File: src/rtl/decode_pkg.sv
// decode_pkg: shared definitions for the decode stage.
//   - RV32I/RV64I major opcode constants
//   - fmt_e format codes: R=0 I=1 S=2 B=3 U=4 J=5 ILL=7
//   - aluop bit positions
//   - dec_pkt_t, the decoded packet stored by the stage buffers
// The immediate is held as a 32-bit sign-extended value. Every base-ISA
// immediate fits in 32 bits, so the stage widens it to XLEN at its output.
package decode_pkg;

  localparam logic [6:0] OPC_LOAD   = 7'b0000011;
  localparam logic [6:0] OPC_OP_IMM = 7'b0010011;
  localparam logic [6:0] OPC_AUIPC  = 7'b0010111;
  localparam logic [6:0] OPC_STORE  = 7'b0100011;
  localparam logic [6:0] OPC_OP     = 7'b0110011;
  localparam logic [6:0] OPC_LUI    = 7'b0110111;
  localparam logic [6:0] OPC_BRANCH = 7'b1100011;
  localparam logic [6:0] OPC_JALR   = 7'b1100111;
  localparam logic [6:0] OPC_JAL    = 7'b1101111;

  // aluop = {m_op, funct7[5], funct3}
  localparam int ALUOP_MOP_BIT  = 4;
  localparam int ALUOP_F7B5_BIT = 3;

  typedef enum logic [2:0] {
    FMT_R   = 3'd0,
    FMT_I   = 3'd1,
    FMT_S   = 3'd2,
    FMT_B   = 3'd3,
    FMT_U   = 3'd4,
    FMT_J   = 3'd5,
    FMT_ILL = 3'd7
  } fmt_e;

  typedef struct packed {
    logic [4:0]  rs1;
    logic [4:0]  rs2;
    logic [4:0]  rd;
    logic [4:0]  aluop;
    logic [31:0] imm;
    fmt_e        fmt;
    logic        wrt_en;
    logic        illegal;
  } dec_pkt_t;

  function automatic logic [31:0] sext12(input logic [11:0] v);
    return {{20{v[11]}}, v};
  endfunction

endpackage

File: src/rtl/decode_comb.sv
// decode_comb: combinational RV32I/RV64I (+ optional M) instruction decoder.
//   ins  in   32-bit raw instruction word
//   pkt  out  decoded packet (dec_pkt_t)
// Parameters: XLEN (32/64) selects the shift-amount width used for the
// OP-IMM shift legality check; M_EXT enables funct7=0000001 in OP.
module decode_comb
  import decode_pkg::*;
#(
  parameter int XLEN  = 32,
  parameter bit M_EXT = 1'b0
) (
  input  logic [31:0] ins,
  output dec_pkt_t    pkt
);

  logic [6:0] opcode;
  logic [6:0] funct7;
  logic [2:0] funct3;
  logic       shift_ok;
  logic       op_ok;

  always_comb begin
    opcode = ins[6:0];
    funct3 = ins[14:12];
    funct7 = ins[31:25];

    // RV64 shifts use a 6-bit shamt, so ins[25] belongs to the amount.
    if (XLEN == 64)
      shift_ok = (ins[31:26] == 6'b000000) || (ins[31:26] == 6'b010000);
    else
      shift_ok = (funct7 == 7'b0000000) || (funct7 == 7'b0100000);

    op_ok = (funct7 == 7'b0000000)
         || ((funct7 == 7'b0100000) && ((funct3 == 3'b000) || (funct3 == 3'b101)))
         || ((funct7 == 7'b0000001) && M_EXT);

    pkt     = '0;
    pkt.fmt = FMT_ILL;

    case (opcode)
      OPC_OP_IMM: begin
        pkt.fmt     = FMT_I;
        pkt.rs1     = ins[19:15];
        pkt.rd      = ins[11:7];
        pkt.imm     = sext12(ins[31:20]);
        pkt.aluop   = {1'b0, (funct3 == 3'b101) & ins[30], funct3};
        pkt.illegal = ((funct3 == 3'b001) || (funct3 == 3'b101)) && !shift_ok;
      end
      OPC_LOAD, OPC_JALR: begin
        pkt.fmt   = FMT_I;
        pkt.rs1   = ins[19:15];
        pkt.rd    = ins[11:7];
        pkt.imm   = sext12(ins[31:20]);
        pkt.aluop = {2'b00, funct3};
      end
      OPC_OP: begin
        pkt.fmt     = FMT_R;
        pkt.rs1     = ins[19:15];
        pkt.rs2     = ins[24:20];
        pkt.rd      = ins[11:7];
        pkt.aluop   = {M_EXT && (funct7 == 7'b0000001), ins[30], funct3};
        pkt.illegal = !op_ok;
      end
      OPC_STORE: begin
        pkt.fmt   = FMT_S;
        pkt.rs1   = ins[19:15];
        pkt.rs2   = ins[24:20];
        pkt.imm   = sext12({ins[31:25], ins[11:7]});
        pkt.aluop = {2'b00, funct3};
      end
      OPC_BRANCH: begin
        pkt.fmt   = FMT_B;
        pkt.rs1   = ins[19:15];
        pkt.rs2   = ins[24:20];
        pkt.imm   = {{19{ins[31]}}, ins[31], ins[7], ins[30:25], ins[11:8], 1'b0};
        pkt.aluop = {2'b00, funct3};
      end
      OPC_LUI, OPC_AUIPC: begin
        pkt.fmt = FMT_U;
        pkt.rd  = ins[11:7];
        pkt.imm = {ins[31:12], 12'b0};
      end
      OPC_JAL: begin
        pkt.fmt = FMT_J;
        pkt.rd  = ins[11:7];
        pkt.imm = {{11{ins[31]}}, ins[31], ins[19:12], ins[20], ins[30:21], 1'b0};
      end
      default: pkt.illegal = 1'b1;
    endcase

    // rd is only populated for R/I/U/J, so a nonzero rd implies a writing format.
    pkt.wrt_en = !pkt.illegal && (pkt.rd != 5'd0);
  end

endmodule

File: src/rtl/decode_stage.sv
// decode_stage: registered decode stage with valid/ready on both sides.
//   clk, rst_n           clock, synchronous active-low reset
//   flush                drop both buffered entries
//   in_valid/in_ready    upstream handshake; in_ins, in_pc
//   out_valid/out_ready  downstream handshake
//   out_pc, out_rs1/rs2/rd, out_aluop, out_imm, out_fmt, out_wrt_en, out_illegal
// Storage is the output register plus one skid entry, both holding decoded
// packets. in_ready depends only on skid occupancy, so it never combinationally
// follows out_ready.
module decode_stage
  import decode_pkg::*;
#(
  parameter int XLEN  = 32,
  parameter bit M_EXT = 1'b0
) (
  input  logic            clk,
  input  logic            rst_n,
  input  logic            flush,
  input  logic            in_valid,
  output logic            in_ready,
  input  logic [31:0]     in_ins,
  input  logic [XLEN-1:0] in_pc,
  output logic            out_valid,
  input  logic            out_ready,
  output logic [XLEN-1:0] out_pc,
  output logic [4:0]      out_rs1,
  output logic [4:0]      out_rs2,
  output logic [4:0]      out_rd,
  output logic [4:0]      out_aluop,
  output logic [XLEN-1:0] out_imm,
  output logic [2:0]      out_fmt,
  output logic            out_wrt_en,
  output logic            out_illegal
);

  dec_pkt_t        dec_pkt;
  dec_pkt_t        out_pkt;
  dec_pkt_t        skid_pkt;
  logic [XLEN-1:0] skid_pc;
  logic            skid_valid;
  logic            accept;
  logic            out_free;

  decode_comb #(.XLEN(XLEN), .M_EXT(M_EXT)) u_decode_comb (
    .ins (in_ins),
    .pkt (dec_pkt)
  );

  assign in_ready = rst_n && !skid_valid && !flush;
  assign accept   = in_valid && in_ready;
  assign out_free = !out_valid || out_ready;

  always_ff @(posedge clk) begin
    if (!rst_n) begin
      out_valid  <= 1'b0;
      out_pkt    <= '0;
      out_pc     <= '0;
      skid_valid <= 1'b0;
      skid_pkt   <= '0;
      skid_pc    <= '0;
    end else if (flush) begin
      out_valid  <= 1'b0;
      skid_valid <= 1'b0;
    end else if (out_free) begin
      // skid is older than anything arriving now; accept is blocked while skid is full
      if (skid_valid) begin
        out_pkt    <= skid_pkt;
        out_pc     <= skid_pc;
        out_valid  <= 1'b1;
        skid_valid <= 1'b0;
      end else if (accept) begin
        out_pkt   <= dec_pkt;
        out_pc    <= in_pc;
        out_valid <= 1'b1;
      end else begin
        out_valid <= 1'b0;
      end
    end else if (accept) begin
      skid_pkt   <= dec_pkt;
      skid_pc    <= in_pc;
      skid_valid <= 1'b1;
    end
  end

  assign out_rs1     = out_pkt.rs1;
  assign out_rs2     = out_pkt.rs2;
  assign out_rd      = out_pkt.rd;
  assign out_aluop   = out_pkt.aluop;
  assign out_imm     = XLEN'($signed(out_pkt.imm));
  assign out_fmt     = out_pkt.fmt;
  assign out_wrt_en  = out_pkt.wrt_en;
  assign out_illegal = out_pkt.illegal;

endmodule

File: config.mk
export PLATFORM = sky130hd
export DESIGN_NAME = decode_stage
export DESIGN_NICKNAME = d
export VERILOG_FILES = /design/src/rtl/decode_pkg.sv /design/src/rtl/decode_comb.sv /design/src/rtl/decode_stage.sv
export SDC_FILE = /design/constraint.sdc
export NUM_CORES = 1
export LEC_CHECK = 0
export BUFFER_PORTS_ARGS = -buffer_cell sky130_fd_sc_hd__buf_4
export CORE_MARGIN = 2
export CORE_UTILIZATION = 57
export CTS_BUF_LIST = sky130_fd_sc_hd__clkbuf_4 sky130_fd_sc_hd__clkbuf_8
export DETAILED_ROUTE_END_ITERATION = 8
export PLACE_DENSITY = 0.86
export SETUP_SLACK_MARGIN = 0.05
export SYNTH_ARGS = -nofsm -noshare
export SYNTH_HDL_FRONTEND = slang
export SYNTH_SLANG_ARGS = --single-unit
File: constraint.sdc
create_clock -name clk -period 2.05 [get_ports clk]
set_clock_uncertainty 0.1 [all_clocks]
set_input_delay 0.1025 -clock clk [delete_from_list [all_inputs] [get_ports clk]]
set_output_delay 0.1025 -clock clk [all_outputs]
set_load 0.01 [all_outputs]
== Yosys cells after proc, flatten, opt, wreduce, memory -nomap -nowiden ==
Cells that the tools add are included.

* Output and inout bits: 91
* Word-level logic and storage cells: 81
* Input bits: 69
* Register bits after elaboration: 180

* Bitwise operators: 4
* Equality and inequality tests: 12
* Multiplexer cells: 13
* Reductions and logical operators: 32

{| class="wikitable"
|+ Operators with widths
! cell !! count
|-
| $pmux 32 s5 || 1
|-
| $mux 57 || 2
|-
| $mux 32 || 2
|-
| $eq 7x6->1 const B || 4
|-
| $eq 7x7->1 const B || 3
|-
| $pmux 3 s6 || 1
|-
| $mux 5 || 3
|-
| $eq 7x5->1 const B || 2
|-
| $reduce_or 7->1 || 2
|-
| $pmux 4 s3 || 1
|-
| $reduce_or 3->1 || 3
|-
| $eq 7x2->1 const B || 1
|-
| $logic_not 7->1 || 1
|-
| $logic_and 1x1->1 || 6
|-
| $logic_not 1->1 || 6
|-
| $reduce_and 3->1 || 2
|-
| $reduce_or 6->1 || 1
|-
| $logic_or 1x1->1 || 5
|-
| $reduce_bool 5->1 || 1
|-
| $reduce_or 2->1 || 2
|-
| $reduce_or 4->1 || 1
|-
| $eq 3x1->1 const B || 1
|-
| $eq 3x3->1 const B || 1
|-
| $logic_not 3->1 || 1
|-
| 5 further kinds || 8
|}

== Longest topological paths before layout ==
Gate-level depths: netlist (run 1).

* Word-level depth: 10
* Depth in mapped cells: 7
* Gate-level depth less buffers: 4

== By module ==
Synthesis (run 1) repeated with hierarchy kept, for this count alone.

* Cell total of the unflattened synthesis: 1010
* Area, all modules: 8605.8 um2

{| class="wikitable"
|+ Modules (own cells, without submodules)
! module !! times used !! sequential area each (um2) !! area each (um2) !! cells each
|-
| decode_stage || 1 || 3603.5 || 7790.0 || 893
|-
| decode_comb || 1 || 0.0 || 815.8 || 117
|}

== Worst setup path after synthesis (run 1) ==
Ideal clock, no wire load.

* Kind: register to register
* Start point: reg out_valid
* End point: reg skid_pkt[40] in the netlist's numbering
* Data arrival time: 1.697 ns
* Setup slack: 0.183 ns
* Required time: 1.880 ns
* Cell stages (with the launch flop): 6
* Period minus slack after synthesis: 1.867 ns
* Path buffers: 1
* Library setup time: 0.070 ns
* Cells stage by stage: dfxtp_1 nand2b_1 or4_1 clkbuf_1 or4_1 a21oi_1

* Word-level cells in the longest chain between the ends: 4

{| class="wikitable"
|+ RTL lines
! element !! line !! RTL
|-
| from (decl) || decode_stage.sv:23 || <nowiki>output logic out_valid,</nowiki>
|-
| from (signal assigned) || decode_stage.sv:55 || <nowiki>out_valid <= 1'b0;</nowiki>
|-
| from (signal assigned) || decode_stage.sv:62 || <nowiki>out_valid <= 1'b0;</nowiki>
|-
| from (signal assigned) || decode_stage.sv:69 || <nowiki>out_valid <= 1'b1;</nowiki>
|-
| $logic_not 1->1 || decode_stage.sv:51 || <nowiki>assign out_free = !out_valid || out_ready;</nowiki>
|-
| $logic_or 1x1->1 || decode_stage.sv:51 ||
|-
| $not 1->1 (no source line) || n/a ||
|-
| $reduce_and 3->1 (no source line) || n/a ||
|-
| to (signal assigned) || decode_stage.sv:79 || <nowiki>skid_pkt <= dec_pkt;</nowiki>
|-
| to (decl) || decode_stage.sv:38 || <nowiki>dec_pkt_t skid_pkt;</nowiki>
|}

No other way between the ends.
A chain may end at the register's enable or synchronous reset.

== Worst setup path after layout (run 1) ==
* Start point: in rst_n
* End point: reg out_pkt, in the netlist out_imm[21]

* Word-level cells in the longest chain between the ends: 5

{| class="wikitable"
|+ RTL lines
! element !! line !! RTL
|-
| from (decl) || decode_stage.sv:17 || <nowiki>input logic rst_n,</nowiki>
|-
| $logic_and 1x1->1 (2 in series) || decode_stage.sv:49 || <nowiki>assign in_ready = rst_n && !skid_valid && !flush;</nowiki>
|-
| $logic_and 1x1->1 || decode_stage.sv:50 || <nowiki>assign accept = in_valid && in_ready;</nowiki>
|-
| $reduce_bool 2->1 (no source line) || n/a ||
|-
| $reduce_and 3->1 (no source line) || n/a ||
|-
| to (signal assigned) || decode_stage.sv:67 || <nowiki>out_pkt <= skid_pkt;</nowiki>
|-
| to (signal assigned) || decode_stage.sv:72 || <nowiki>out_pkt <= dec_pkt;</nowiki>
|-
| to (decl) || decode_stage.sv:37 || <nowiki>dec_pkt_t out_pkt;</nowiki>
|}

Parallel ways exist; a longest one is shown, timed or not.

==> metrics.md, run 1 <==
| Metric | Value |
|---|---|
| Required @ worst endpoint | 2.30 ns |
| Core area | approximately 13000 um^2 |
| Met2 Usage GRT | 0.560 |
| Longest Clk Path Bufs | 2 |
| Synth warnings | 0 |
| Die area | around 14000 um^2 |
| Mapped cell area | around 7600 um^2 |
| Clock latency on the worst-skew pair | 0.47 ns |
| Synth Area per Inst | 8.47 um^2 |
| Leak | 3.79 nW |
| Slew margin rel. | 0.501 |
| Final net count | around 1.2k |
| Dpl cells | 1192 |
| First-pass GRT wire length | 38400 um |
| Maxcap violations | 0 |
| Final setup margin | 0.146 ns |
| Post-Syn Instances | 900 |
| Area growth, synth to finish | 32.9% |
| Met3 usage | 0.0599 |
| M1 GR Usage | 0.412 |
| Slowest stage cell, crit path | dlygate4sd3_1 |
| Count of cell types in the netlist | 53 |
| CTS Buf Count | 17 |
| Unrepaired setup endpoints after global routing | no |
| Top Ports | 160 |
| Tightest hold margin | about 0.04 ns |
| Fill cells | 936 |
| Flops & latches, synth | 178 |
| Reg clk slew, reported paths | 0.09 ns |
| Final setup viols | 0 |
| Gr usage total | 0.332 |
| Crit-path cells | dlygate4sd3_1 > buf_4 > buf_6 > and3b_1 > nand3_2 > o31ai_2 > buf_4 > a221oi_1 |
| Post-synth top cells | 178 x dfxtp_1, 126 x nand2_1, 95 x a21oi_1 |
| WL per Instance | between 15 and 20 um |
| Slew at the pin closest to its max-slew limit | 0.730 ns |
| CTS sink count | 178 |
| Row Count | 42 |
| Critical Path Source Type | primary input |
| H-Tree Depth | 4 |
| Placed Area | between 9000 and 10000 um^2 |
| Worst Path Max Fanout | 26 |
| Final ANT Viol Nets | 0 |
| Initial antenna violation count | 1 |
| Setup tns final | 0 ns |
| Post-synth EDFFs | 0 |
| Synth top area cells | dfxtp_1 47%, a21oi_1 6.2%, nand2_1 6.2% |
| Vias in the first global route | 7701 |
| Most used cell, CP | buf_4 |
| Worst Path Arrival | 2.15 ns |
| Largest area contributor in the netlist | dfxtp_1 |
| Dpl hpwl | approximately 15000 um |
| Final critical-path share of the clock period | 0.929 |
| Seq/Total Area, Yosys | 0.467 |
| Status | completed |
| Worst stage delay on the critical path | 0.55 ns |
| Routability Congestion | 0.888 |
| Hold WC Path Type | in2reg |
| PwrDens | 661 nW/um^2 |
| Remaining DRCs | 0 |
| Total gr overflow | 0 |
| Total wire length | approximately 24000 um |
| Tmin final | between 1.5 and 2 ns |
| Port Buffers | 158 |
| 1st-pass router iterations | 7 |
| Final cell count without fillers | 1284 |
| CP Class | in2reg |
| Final instance area | 10100 um^2 |
| Hold depth | 4 |
| Place WS | around 0.09 ns |
| Top-count cell post-synth | dfxtp_1 |
| Top_reg_cell synth | dfxtp_1 |
| Layout cells sized above 1 | 0.228 |
| Root Driver | clkbuf_8 |
| Max Clk Rate | roughly 530 MHz |
| Global route hottest layer | met2 |
| # Post-CTS Setup Buffers | 0 |
| Largest net degree at the start of global routing | 42 |
| CTS tree | built |
| Share of Yosys cell area claimed by the top area cell type | 0.467 |
| DRT iter0 DRCs | 1033 |
| Die extent in y | 120 um |
| Peak supply drop | 0.000448 V |
| Die extent in x | 120 um |
| Critical path endpoint category | flip-flop |
| DR vias | between 7k and 8k |
| Post-synth ARST share | 0 |
| Initial Util | 0.580 |
| Hold Fails Final Rpt | 0 |
| Cell count of the worst reg-to-reg path | 4 |
| Max-slew violation count | 0 |
| Synth Net Count | 969 |
| Vias per inst | between 6 and 7 |
metrics by stage:
stage          utilization  total power, mW
3_3_place_gp         0.696             4.37
2_1_floorplan            -             3.99
6_report             0.771             6.70
4_1_cts              0.769             6.67
3_5_place_dp         0.696             4.38
5_1_grt              0.771             6.95
final cells by class:
type | instances | area (um^2) | area share
Multi-Input combinational cell | 617 | 3690 | 0.365
Sequential cell | 178 | 3570 | 0.352
Timing Repair Buffer | 262 | 2210 | 0.218
Clock buffer | 22 | 297 | 0.0293
Tap cell | 176 | 220 | 0.0217
Clock inverter | 10 | 77.6 | 0.00766
Inverter | 18 | 68.8 | 0.00679
Antenna cell | 1 | 2.50 | 0.000247
power breakdown:
group	internal (mW)	total (mW)	leakage, nW	switching [mW]
registers	3.54	3.59	1.44	0.0526
clock network	0.992	2.27	0.194	1.28
logic	0.396	0.836	2.15	0.440
what timing repair did:
| item | in CTS | in global routing |
|---|---|---|
| resized for setup | 0 | 6 |
| endpoints found under the hold margin | 166 | 0 |
| endpoints found under the setup margin | 0 | 15 |
| hold buffers | 59 | 0 |
state kept, by name, summed over array words and instances (netlist names), 3 cells and up:
name / flops
out_aluop: 4
out_fmt: 3
out_imm: 32
out_pc: 32
out_rd: 5
out_rs1: 5
out_rs2: 5
skid_pc: 32
skid_pkt: 56
kinds of logic (layout without fill, tap and decap cells):
logic type             Yosys count  in the layout  share of synthesized area
buffers and inverters          105            312                     0.0545
other                            1              2                   0.000492
multiplexers                    35             35                     0.0459
AND/OR/NAND/NOR                256            256                      0.154
XOR/XNOR                         1              1                    0.00115
AO/OA/AOI/OAI                  324            324                      0.277
flip-flops                     178            178                      0.467
worst max-delay path: cells and delay by family:
kind / cells / cell delay [ns]
buf+inv: 4 / 1.22
simple gates: 2 / 0.38
compound gates: 2 / 0.43
worst paths after layout:
check	slack [ns]	to	from
setup / recovery	0.15	out_imm[21]$_SDFFE_PN0P_	rst_n
hold / removal	0.04	out_imm[31]$_SDFFE_PN0P_	in_ins[3]
setup reg to reg	0.21	out_imm[13]$_SDFFE_PN0P_	skid_valid$_SDFFE_PP0P_
hold reg to reg	0.36	skid_pc[13]$_SDFFE_PN0P_	skid_pc[13]$_SDFFE_PN0P_
cells in the final DEF, fill, tap and decap left out, types with 2 or more instances in the layout:
master,instances
nor3_1,4
nor2b_1,3
a221oi_1,35
nor2_1,52
nand2_1,126
clkbuf_8,21
o21ai_0,68
a211oi_1,37
dlygate4sd3_1,59
or4_1,4
o2bb2ai_1,5
clkinv_4,5
nand3b_1,2
a31oi_1,12
dfxtp_1,177
o2111ai_1,2
inv_1,16
o31ai_1,2
nand2b_1,6
nand4_1,9
a21boi_0,6
nand3_1,32
a22oi_1,8
a21oi_1,95
clkinv_2,4
buf_12,7
mux2i_1,35
and3b_1,3
a2111oi_0,11
or3_1,2
o211ai_1,28
buf_4,195
o32ai_1,2
a211o_1,2
per-layer routing:
metal / routed length, um / share of wire
met5: 0 / 0
met1: 9460 / 0.40
met2: 11500 / 0.48
met3: 1760 / 0.074
met4: 994 / 0.042
Note: power is estimated with default switching activity, not from simulation.
==> inputs of run 2 (changes only) <==
--- a/config.mk
+++ b/config.mk
@@ -7,10 +7,10 @@
 export LEC_CHECK = 0
 export BUFFER_PORTS_ARGS = -buffer_cell sky130_fd_sc_hd__buf_4
 export CORE_MARGIN = 2
-export CORE_UTILIZATION = 57
+export CORE_UTILIZATION = 50
 export CTS_BUF_LIST = sky130_fd_sc_hd__clkbuf_4 sky130_fd_sc_hd__clkbuf_8
 export DETAILED_ROUTE_END_ITERATION = 8
-export PLACE_DENSITY = 0.86
+export PLACE_DENSITY = 0.77
 export SETUP_SLACK_MARGIN = 0.05
 export SYNTH_ARGS = -nofsm -noshare
 export SYNTH_HDL_FRONTEND = slang
==> run 2 against run 1 <==
  * Non-clock buffer count decreased by 1
  * Total power increased by 5.8%
  * Global-route usage is 5.9 points lower
  * Clock-buffer cell count down 2
  * First-iteration DRC count down 46%
  * Wire length is 4.4% lower
  * Core utilization is 8.9 points lower
  * Design area rose by 1.2%
  * Flip-flop and latch count stayed put
  * Sequential share of layout area is 0.43 points lower
  * Maximum frequency increased by 0.63%
  * Die area grew 14%
==> metrics.md, run 2 (synthesized netlist as in run 1, its figures left out) <==
| Metric | Value |
|---|---|
| Gr usage total | 0.273 |
| Slew margin rel. | 0.530 |
| DR vias | 7712 |
| Row Count | 45 |
| Fill cells | 1193 |
| Max-slew violation count | 0 |
| R2r endpoint | out_imm[28]$_SDFFE_PN0P_ |
| Largest net degree at the start of global routing | just under 50 |
| Largest register FFs | 56 |
| Reg2reg setup slack | ~0.16 ns |
| Max Clk Rate | 528 MHz |
| Initial Util | 0.507 |
| Tmin final | between 1.5 and 2 ns |
| Critical path endpoint category | flip-flop |
| Dpl hpwl | 14200 um |
| Longest Clk Path Bufs | 2 |
| Commonest cells after routing, fill and taps aside | 190 x buf_4, 177 x dfxtp_1, 126 x nand2_1 |
| CTS tree | built |
| Final ANT Viol Nets | 0 |
| Maxcap violations | 0 |
| PwrDens | roughly 700 nW/um^2 |
| Most common cell after layout, fill and taps aside | buf_4 |
| Tot Pwr | 7.09 mW |
| CTS sink count | roughly 180 |
| Clock latency on the worst-skew pair | 0.46 ns |
| Final net count | 1162 |
| Tightest hold margin | 0.0373 ns |
| Antenna Diode Count | 0 |
| Critical Path Source Type | flip-flop |
| Final setup viols | 0 |
| Layout cells sized above 1 | 0.227 |
| Routability Congestion | 0.833 |
| Root Driver | clkbuf_8 |
| Unrepaired setup endpoints after global routing | no |
| Area growth, synth to finish | 34.5% |
| Total gr overflow | 0 |
| H-Tree Depth | 4 |
| DRT iter0 DRCs | 554 |
| Top Metal Used | met4 |
| Hold Fails Final Rpt | 0 |
| Min-delay src | in_ins[3] |
| Die extent in y | between 100 and 150 um |
| Remaining DRCs | 0 |
| Setup tns final | 0 ns |
| Peak supply drop | 0.000458 V |
| Worst Path Max Fanout | 47 |
| Final cell count without fillers | around 1.3k |
| Leak | about 3.8 nW |
| Vias in the first global route | 7226 |
| Wl on met1 | 9550 um |
| Dpl cells | 1204 |
| 1st-pass router iterations | 5 |
| Hold Path Sink | out_imm[31]$_SDFFE_PN0P_ |
| WL met3 | 1570 um |
| Core area | ~15000 um^2 |
| # Post-CTS Setup Buffers | 0 |
| WL per Instance | 17.5 um |
| Met2 WL | 10900 um |
| CTS Buf Count | 17 |
| Initial antenna violation count | 0 |
| Cell count of the worst reg-to-reg path | 6 |
| Die area | 16300 um^2 |
| Top Ports | 160 |
| Final setup margin | 0.158 ns |
| Place WS | 0.0533 ns |
| Total wire length | between 20000 and 25000 um |
| Worst Path Arrival | 2.12 ns |
| Die extent in x | 128 um |
| Reg with most FFs | skid_pkt |
| Hold depth | 4 |
| Hold WC Path Type | in2reg |
| Port Buffers | 158 |
| Required @ worst endpoint | 2.28 ns |
| Reg2reg start | skid_valid$_SDFFE_PP0P_ |
| Final critical-path share of the clock period | 0.923 |
| Status | completed |
| Slew at the pin closest to its max-slew limit | 0.687 ns |
| Vias per inst | between 5 and 6 |
| Reg clk slew, reported paths | 0.09 ns |
| First-pass GRT wire length | 35900 um |
| CP Class | reg2reg |
-- run 2: cell count changes in the layout (fill, tap and decap cells not counted), sizes merged --
cell         previous run  this run
dlygate4sd3            59        58
diode                   1         0
clkinvlp                1         5
bufinv                  0         4
clkinv                 10         4
clkbuf                 22        20
-- run 2: worst max-delay path by stage --
stage | start | to | slack (ns) | cells after the start
after floorplan | out_valid$_SDFFE_PP0P_ | skid_pkt[40]$_SDFFE_PN0P_ | 0.18 | 5
after global placement | out_valid$_SDFFE_PP0P_ | skid_pkt[23]$_SDFFE_PN0P_ | 0.12 | 4
after detailed placement | skid_valid$_SDFFE_PP0P_ | out_imm[22]$_SDFFE_PN0P_ | 0.05 | 6
after CTS | out_valid$_SDFFE_PP0P_ | skid_pkt[19]$_SDFFE_PN0P_ | 0.07 | 5
after global routing | skid_valid$_SDFFE_PP0P_ | out_imm[22]$_SDFFE_PN0P_ | 0.05 | 6
final | skid_valid$_SDFFE_PP0P_ | out_imm[28]$_SDFFE_PN0P_ | 0.16 | 6
-- run 2: area by class of cell --
type                            instances  area (um^2)  share of cell area
Sequential cell                       178         3570               0.348
Multi-Input combinational cell        617         3690               0.360
Clock inverter                         12          180              0.0176
Tap cell                              188          235              0.0229
Inverter                               18         68.8             0.00671
Clock buffer                           20          269              0.0262
Timing Repair Buffer                  261         2250               0.219
-- run 2: metrics by stage --
step / area [um^2] / util
floorplan: 7630 / -
global placement: 9200 / 0.612
detailed placement: 9200 / 0.612
CTS: 10200 / 0.681
global route: 10300 / 0.682
finish: 10300 / 0.682
-- run 2: per-layer routing --
metal  global-route usage  vias up
met2                0.442      322
met4                0.131        0
li1                     -     3677
met1                0.353     3665
met3               0.0519       48
met5                    0        -
-- run 2: timing repair --
item / CTS / global route
gates resized for setup: 2 / 5
hold endpoints to repair: 164 / 0
endpoints found under the setup margin: 3 / 25
hold buffers: 58 / 0
-- run 2: critical path: stages, from the launching register on --
cell	delay, ns
dfxtp_4	0.36
buf_12	0.18
and3b_1	0.25
nand3_1	0.23
o31ai_2	0.31
buf_4	0.23
a221oi_1	0.10
-- run 2: power breakdown --
group / internal, mW / total (mW) / leakage [nW] / switching, mW
Sequential: 3.53 / 3.58 / 1.44 / 0.0484
Combinational: 0.398 / 0.834 / 2.16 / 0.436
Clock: 1.41 / 2.67 / 0.211 / 1.26
==> inputs of run 3 (changes only) <==
--- a/config.mk
+++ b/config.mk
@@ -6,7 +6,6 @@
 export NUM_CORES = 1
 export LEC_CHECK = 0
 export BUFFER_PORTS_ARGS = -buffer_cell sky130_fd_sc_hd__buf_4
-export CORE_MARGIN = 2
 export CORE_UTILIZATION = 50
 export CTS_BUF_LIST = sky130_fd_sc_hd__clkbuf_4 sky130_fd_sc_hd__clkbuf_8
 export DETAILED_ROUTE_END_ITERATION = 8
==> run 3 against run 2 <==
  * The flow now finishes with violations (design-rule violations)
  * Global-route usage is 1.5 points higher
  * Clock-buffer cell count grew 2
  * Critical path type unchanged
  * Register-to-register slack worse by 0.11 ns
  * Sequential power about the same
  * Largest cell class unchanged
  * Non-clock buffer count is 4 lower
  * Worst setup slack got worse by 0.11 ns
  * Critical endpoint is now out_imm[19]$_SDFFE_PN0P_
  * Critical path depth unchanged
  * Combinational power is 0.8% lower
  * Clock power barely moved
  * Via count is 0.17% higher
  * Final cell count shrank 0.77%
==> metrics.md, run 3 (synthesized netlist as in run 1, its figures left out) <==
| Metric | Value |
|---|---|
| Critical path endpoint category | flip-flop |
| Antenna Diode Count | 0 |
| CTS tree | built |
| 1st-pass router iterations | 9 |
| Worst Path Max Fanout | 55 |
| Failing checks | design-rule violations |
| Tmin final | 2.00 ns |
| PwrDens | 696 nW/um^2 |
| Required @ worst endpoint | 2.35 ns |
| Peak supply drop | 0.000424 V |
| Layout cells sized above 1 | 0.221 |
| CP Class | reg2reg |
| Die extent in x | 126 um |
| DRT iter0 DRCs | 937 |
| Leak | between 3 and 4 nW |
| Final instance area | 10200 um^2 |
| Crit-path cells | buf_16 > nor2_1 > buf_4 > a2111oi_0 > o211ai_1 > nand2_1 |
| Initial antenna violation count | 0 |
| Max Clk Rate | 500 MHz |
| Row Count | 44 |
| Gr usage total | 0.288 |
| Core area | 14700 um^2 |
| Die extent in y | about 130 um |
| Dpl hpwl | around 14000 um |
| Critical Path Source Type | flip-flop |
| Maxcap violations | 0 |
| Worst stage delay on the critical path | 0.61 ns |
| CTS Buf Count | 17 |
| Tightest hold margin | ~0.030 ns |
| Worst Path Arrival | 2.30 ns |
| DR vias | 7725 |
| Longest Clk Path Bufs | 2 |
| Hold Fails Final Rpt | 0 |
| Final net count | about 1.2k |
| Reg with most FFs | skid_pkt |
| Status | finished, violations left |
| Vias in the first global route | 7183 |
| Placed Area | between 9000 and 10000 um^2 |
| Initial Util | 0.519 |
| Dpl cells | 1193 |
| Area growth, synth to finish | 33.4% |
| Fill cells | 1169 |
| Port Buffers | 158 |
| Total gr overflow | 0 |
| Die area | 15800 um^2 |
| Max-slew violation count | 0 |
| Slew at the pin closest to its max-slew limit | around 0.68 ns |
| First-pass GRT wire length | 36600 um |
| WL per Instance | around 18 um |
| Slew margin rel. | 0.536 |
| Slowest stage cell, crit path | a2111oi_0 |
| Hold WC Path Type | in2reg |
| Setup tns final | 0 ns |
| Most common cell after layout, fill and taps aside | buf_4 |
| Total wire length | 22900 um |
| CTS sink count | 178 |
| Remaining DRCs | 11 |
| Top Ports | 160 |
| Final ANT Viol Nets | 0 |
| Tot Pwr | 7.08 mW |
| Final critical-path share of the clock period | 0.977 |
| Final cell count without fillers | 1284 |
| Vias per inst | roughly 6.0 |
| Clock latency on the worst-skew pair | approximately 0.45 ns |
| Root Driver | clkbuf_8 |
| Final setup viols | 0 |
| Largest register FFs | 56 |
| Commonest cells after routing, fill and taps aside | 189 x buf_4, 177 x dfxtp_1, 126 x nand2_1 |
| Reg clk slew, reported paths | 0.09 ns |
| Routability Congestion | between 0.8 and 0.9 |
| Largest net degree at the start of global routing | between 60 and 70 |
| H-Tree Depth | 4 |
| Unrepaired setup endpoints after global routing | yes |
## run 3: cell count changes in the layout (fill, tap and decap cells not counted), sizes merged
cell and change:
dlygate4sd3 +1, buf -6, clkbuf +3, inv +1
clkinvlp -5
## run 3: repair_timing
| action | in CTS | in global routing |
|---|---|---|
| hold buffers | 59 | 0 |
| setup buffers | 0 | 1 |
| setup endpoints to repair | 0 | 33 |
| hold endpoints to repair | 166 | 0 |
| gates resized for setup | 0 | 11 |
## run 3: power by group
part	switching [mW]	total (mW)	leakage (nW)	internal [mW]
clock	1.22	2.67	0.227	1.45
sequential	0.0508	3.59	1.44	3.53
combinational	0.436	0.827	2.12	0.391
## run 3: through the flow
step / util / worst slack [ns]
CTS: 0.688 / 0.0614
detailed placement: 0.618 / 0.104
floorplan: - / 0.183
global placement: 0.618 / 0.164
finish: 0.692 / 0.0481
global route: 0.692 / 0.0362
## run 3: metal layers
layer | vias up | routed length (um) | GRT usage
met5 | - | 0 | 0
met1 | 3643 | 10000 | 0.384
met2 | 359 | 10700 | 0.454
li1 | 3670 | - | -
met4 | 0 | 642 | 0.127
met3 | 53 | 1570 | 0.0556
## run 3: layout make-up
| type | count | area, um^2 | area share |
|---|---|---|---|
| Inverter | 18 | 68.8 | 0.00676 |
| Sequential cell | 178 | 3570 | 0.351 |
| Tap cell | 184 | 230 | 0.0226 |
| Clock buffer | 22 | 290 | 0.0285 |
| Clock inverter | 8 | 149 | 0.0146 |
| Multi-Input combinational cell | 617 | 3690 | 0.362 |
| Timing Repair Buffer | 257 | 2180 | 0.215 |
## run 3: worst paths after layout
path	from	endpoint	slack, ns	depth (start not counted)
min reg2reg	skid_pc[29]$_SDFFE_PN0P_	skid_pc[29]$_SDFFE_PN0P_	0.36	2
max	skid_valid$_SDFFE_PP0P_	out_imm[19]$_SDFFE_PN0P_	0.05	6
min	in_ins[3]	skid_pkt[36]$_SDFFE_PN0P_	0.03	4
max reg2reg	skid_valid$_SDFFE_PP0P_	out_imm[19]$_SDFFE_PN0P_	0.05	6
## run 3: critical path: cells and delay by family (launching register included)
kind | cells | cell delay [ns]
compound gates | 2 | 0.79
buf+inv | 2 | 0.46
flops | 1 | 0.38
simple gates | 2 | 0.23
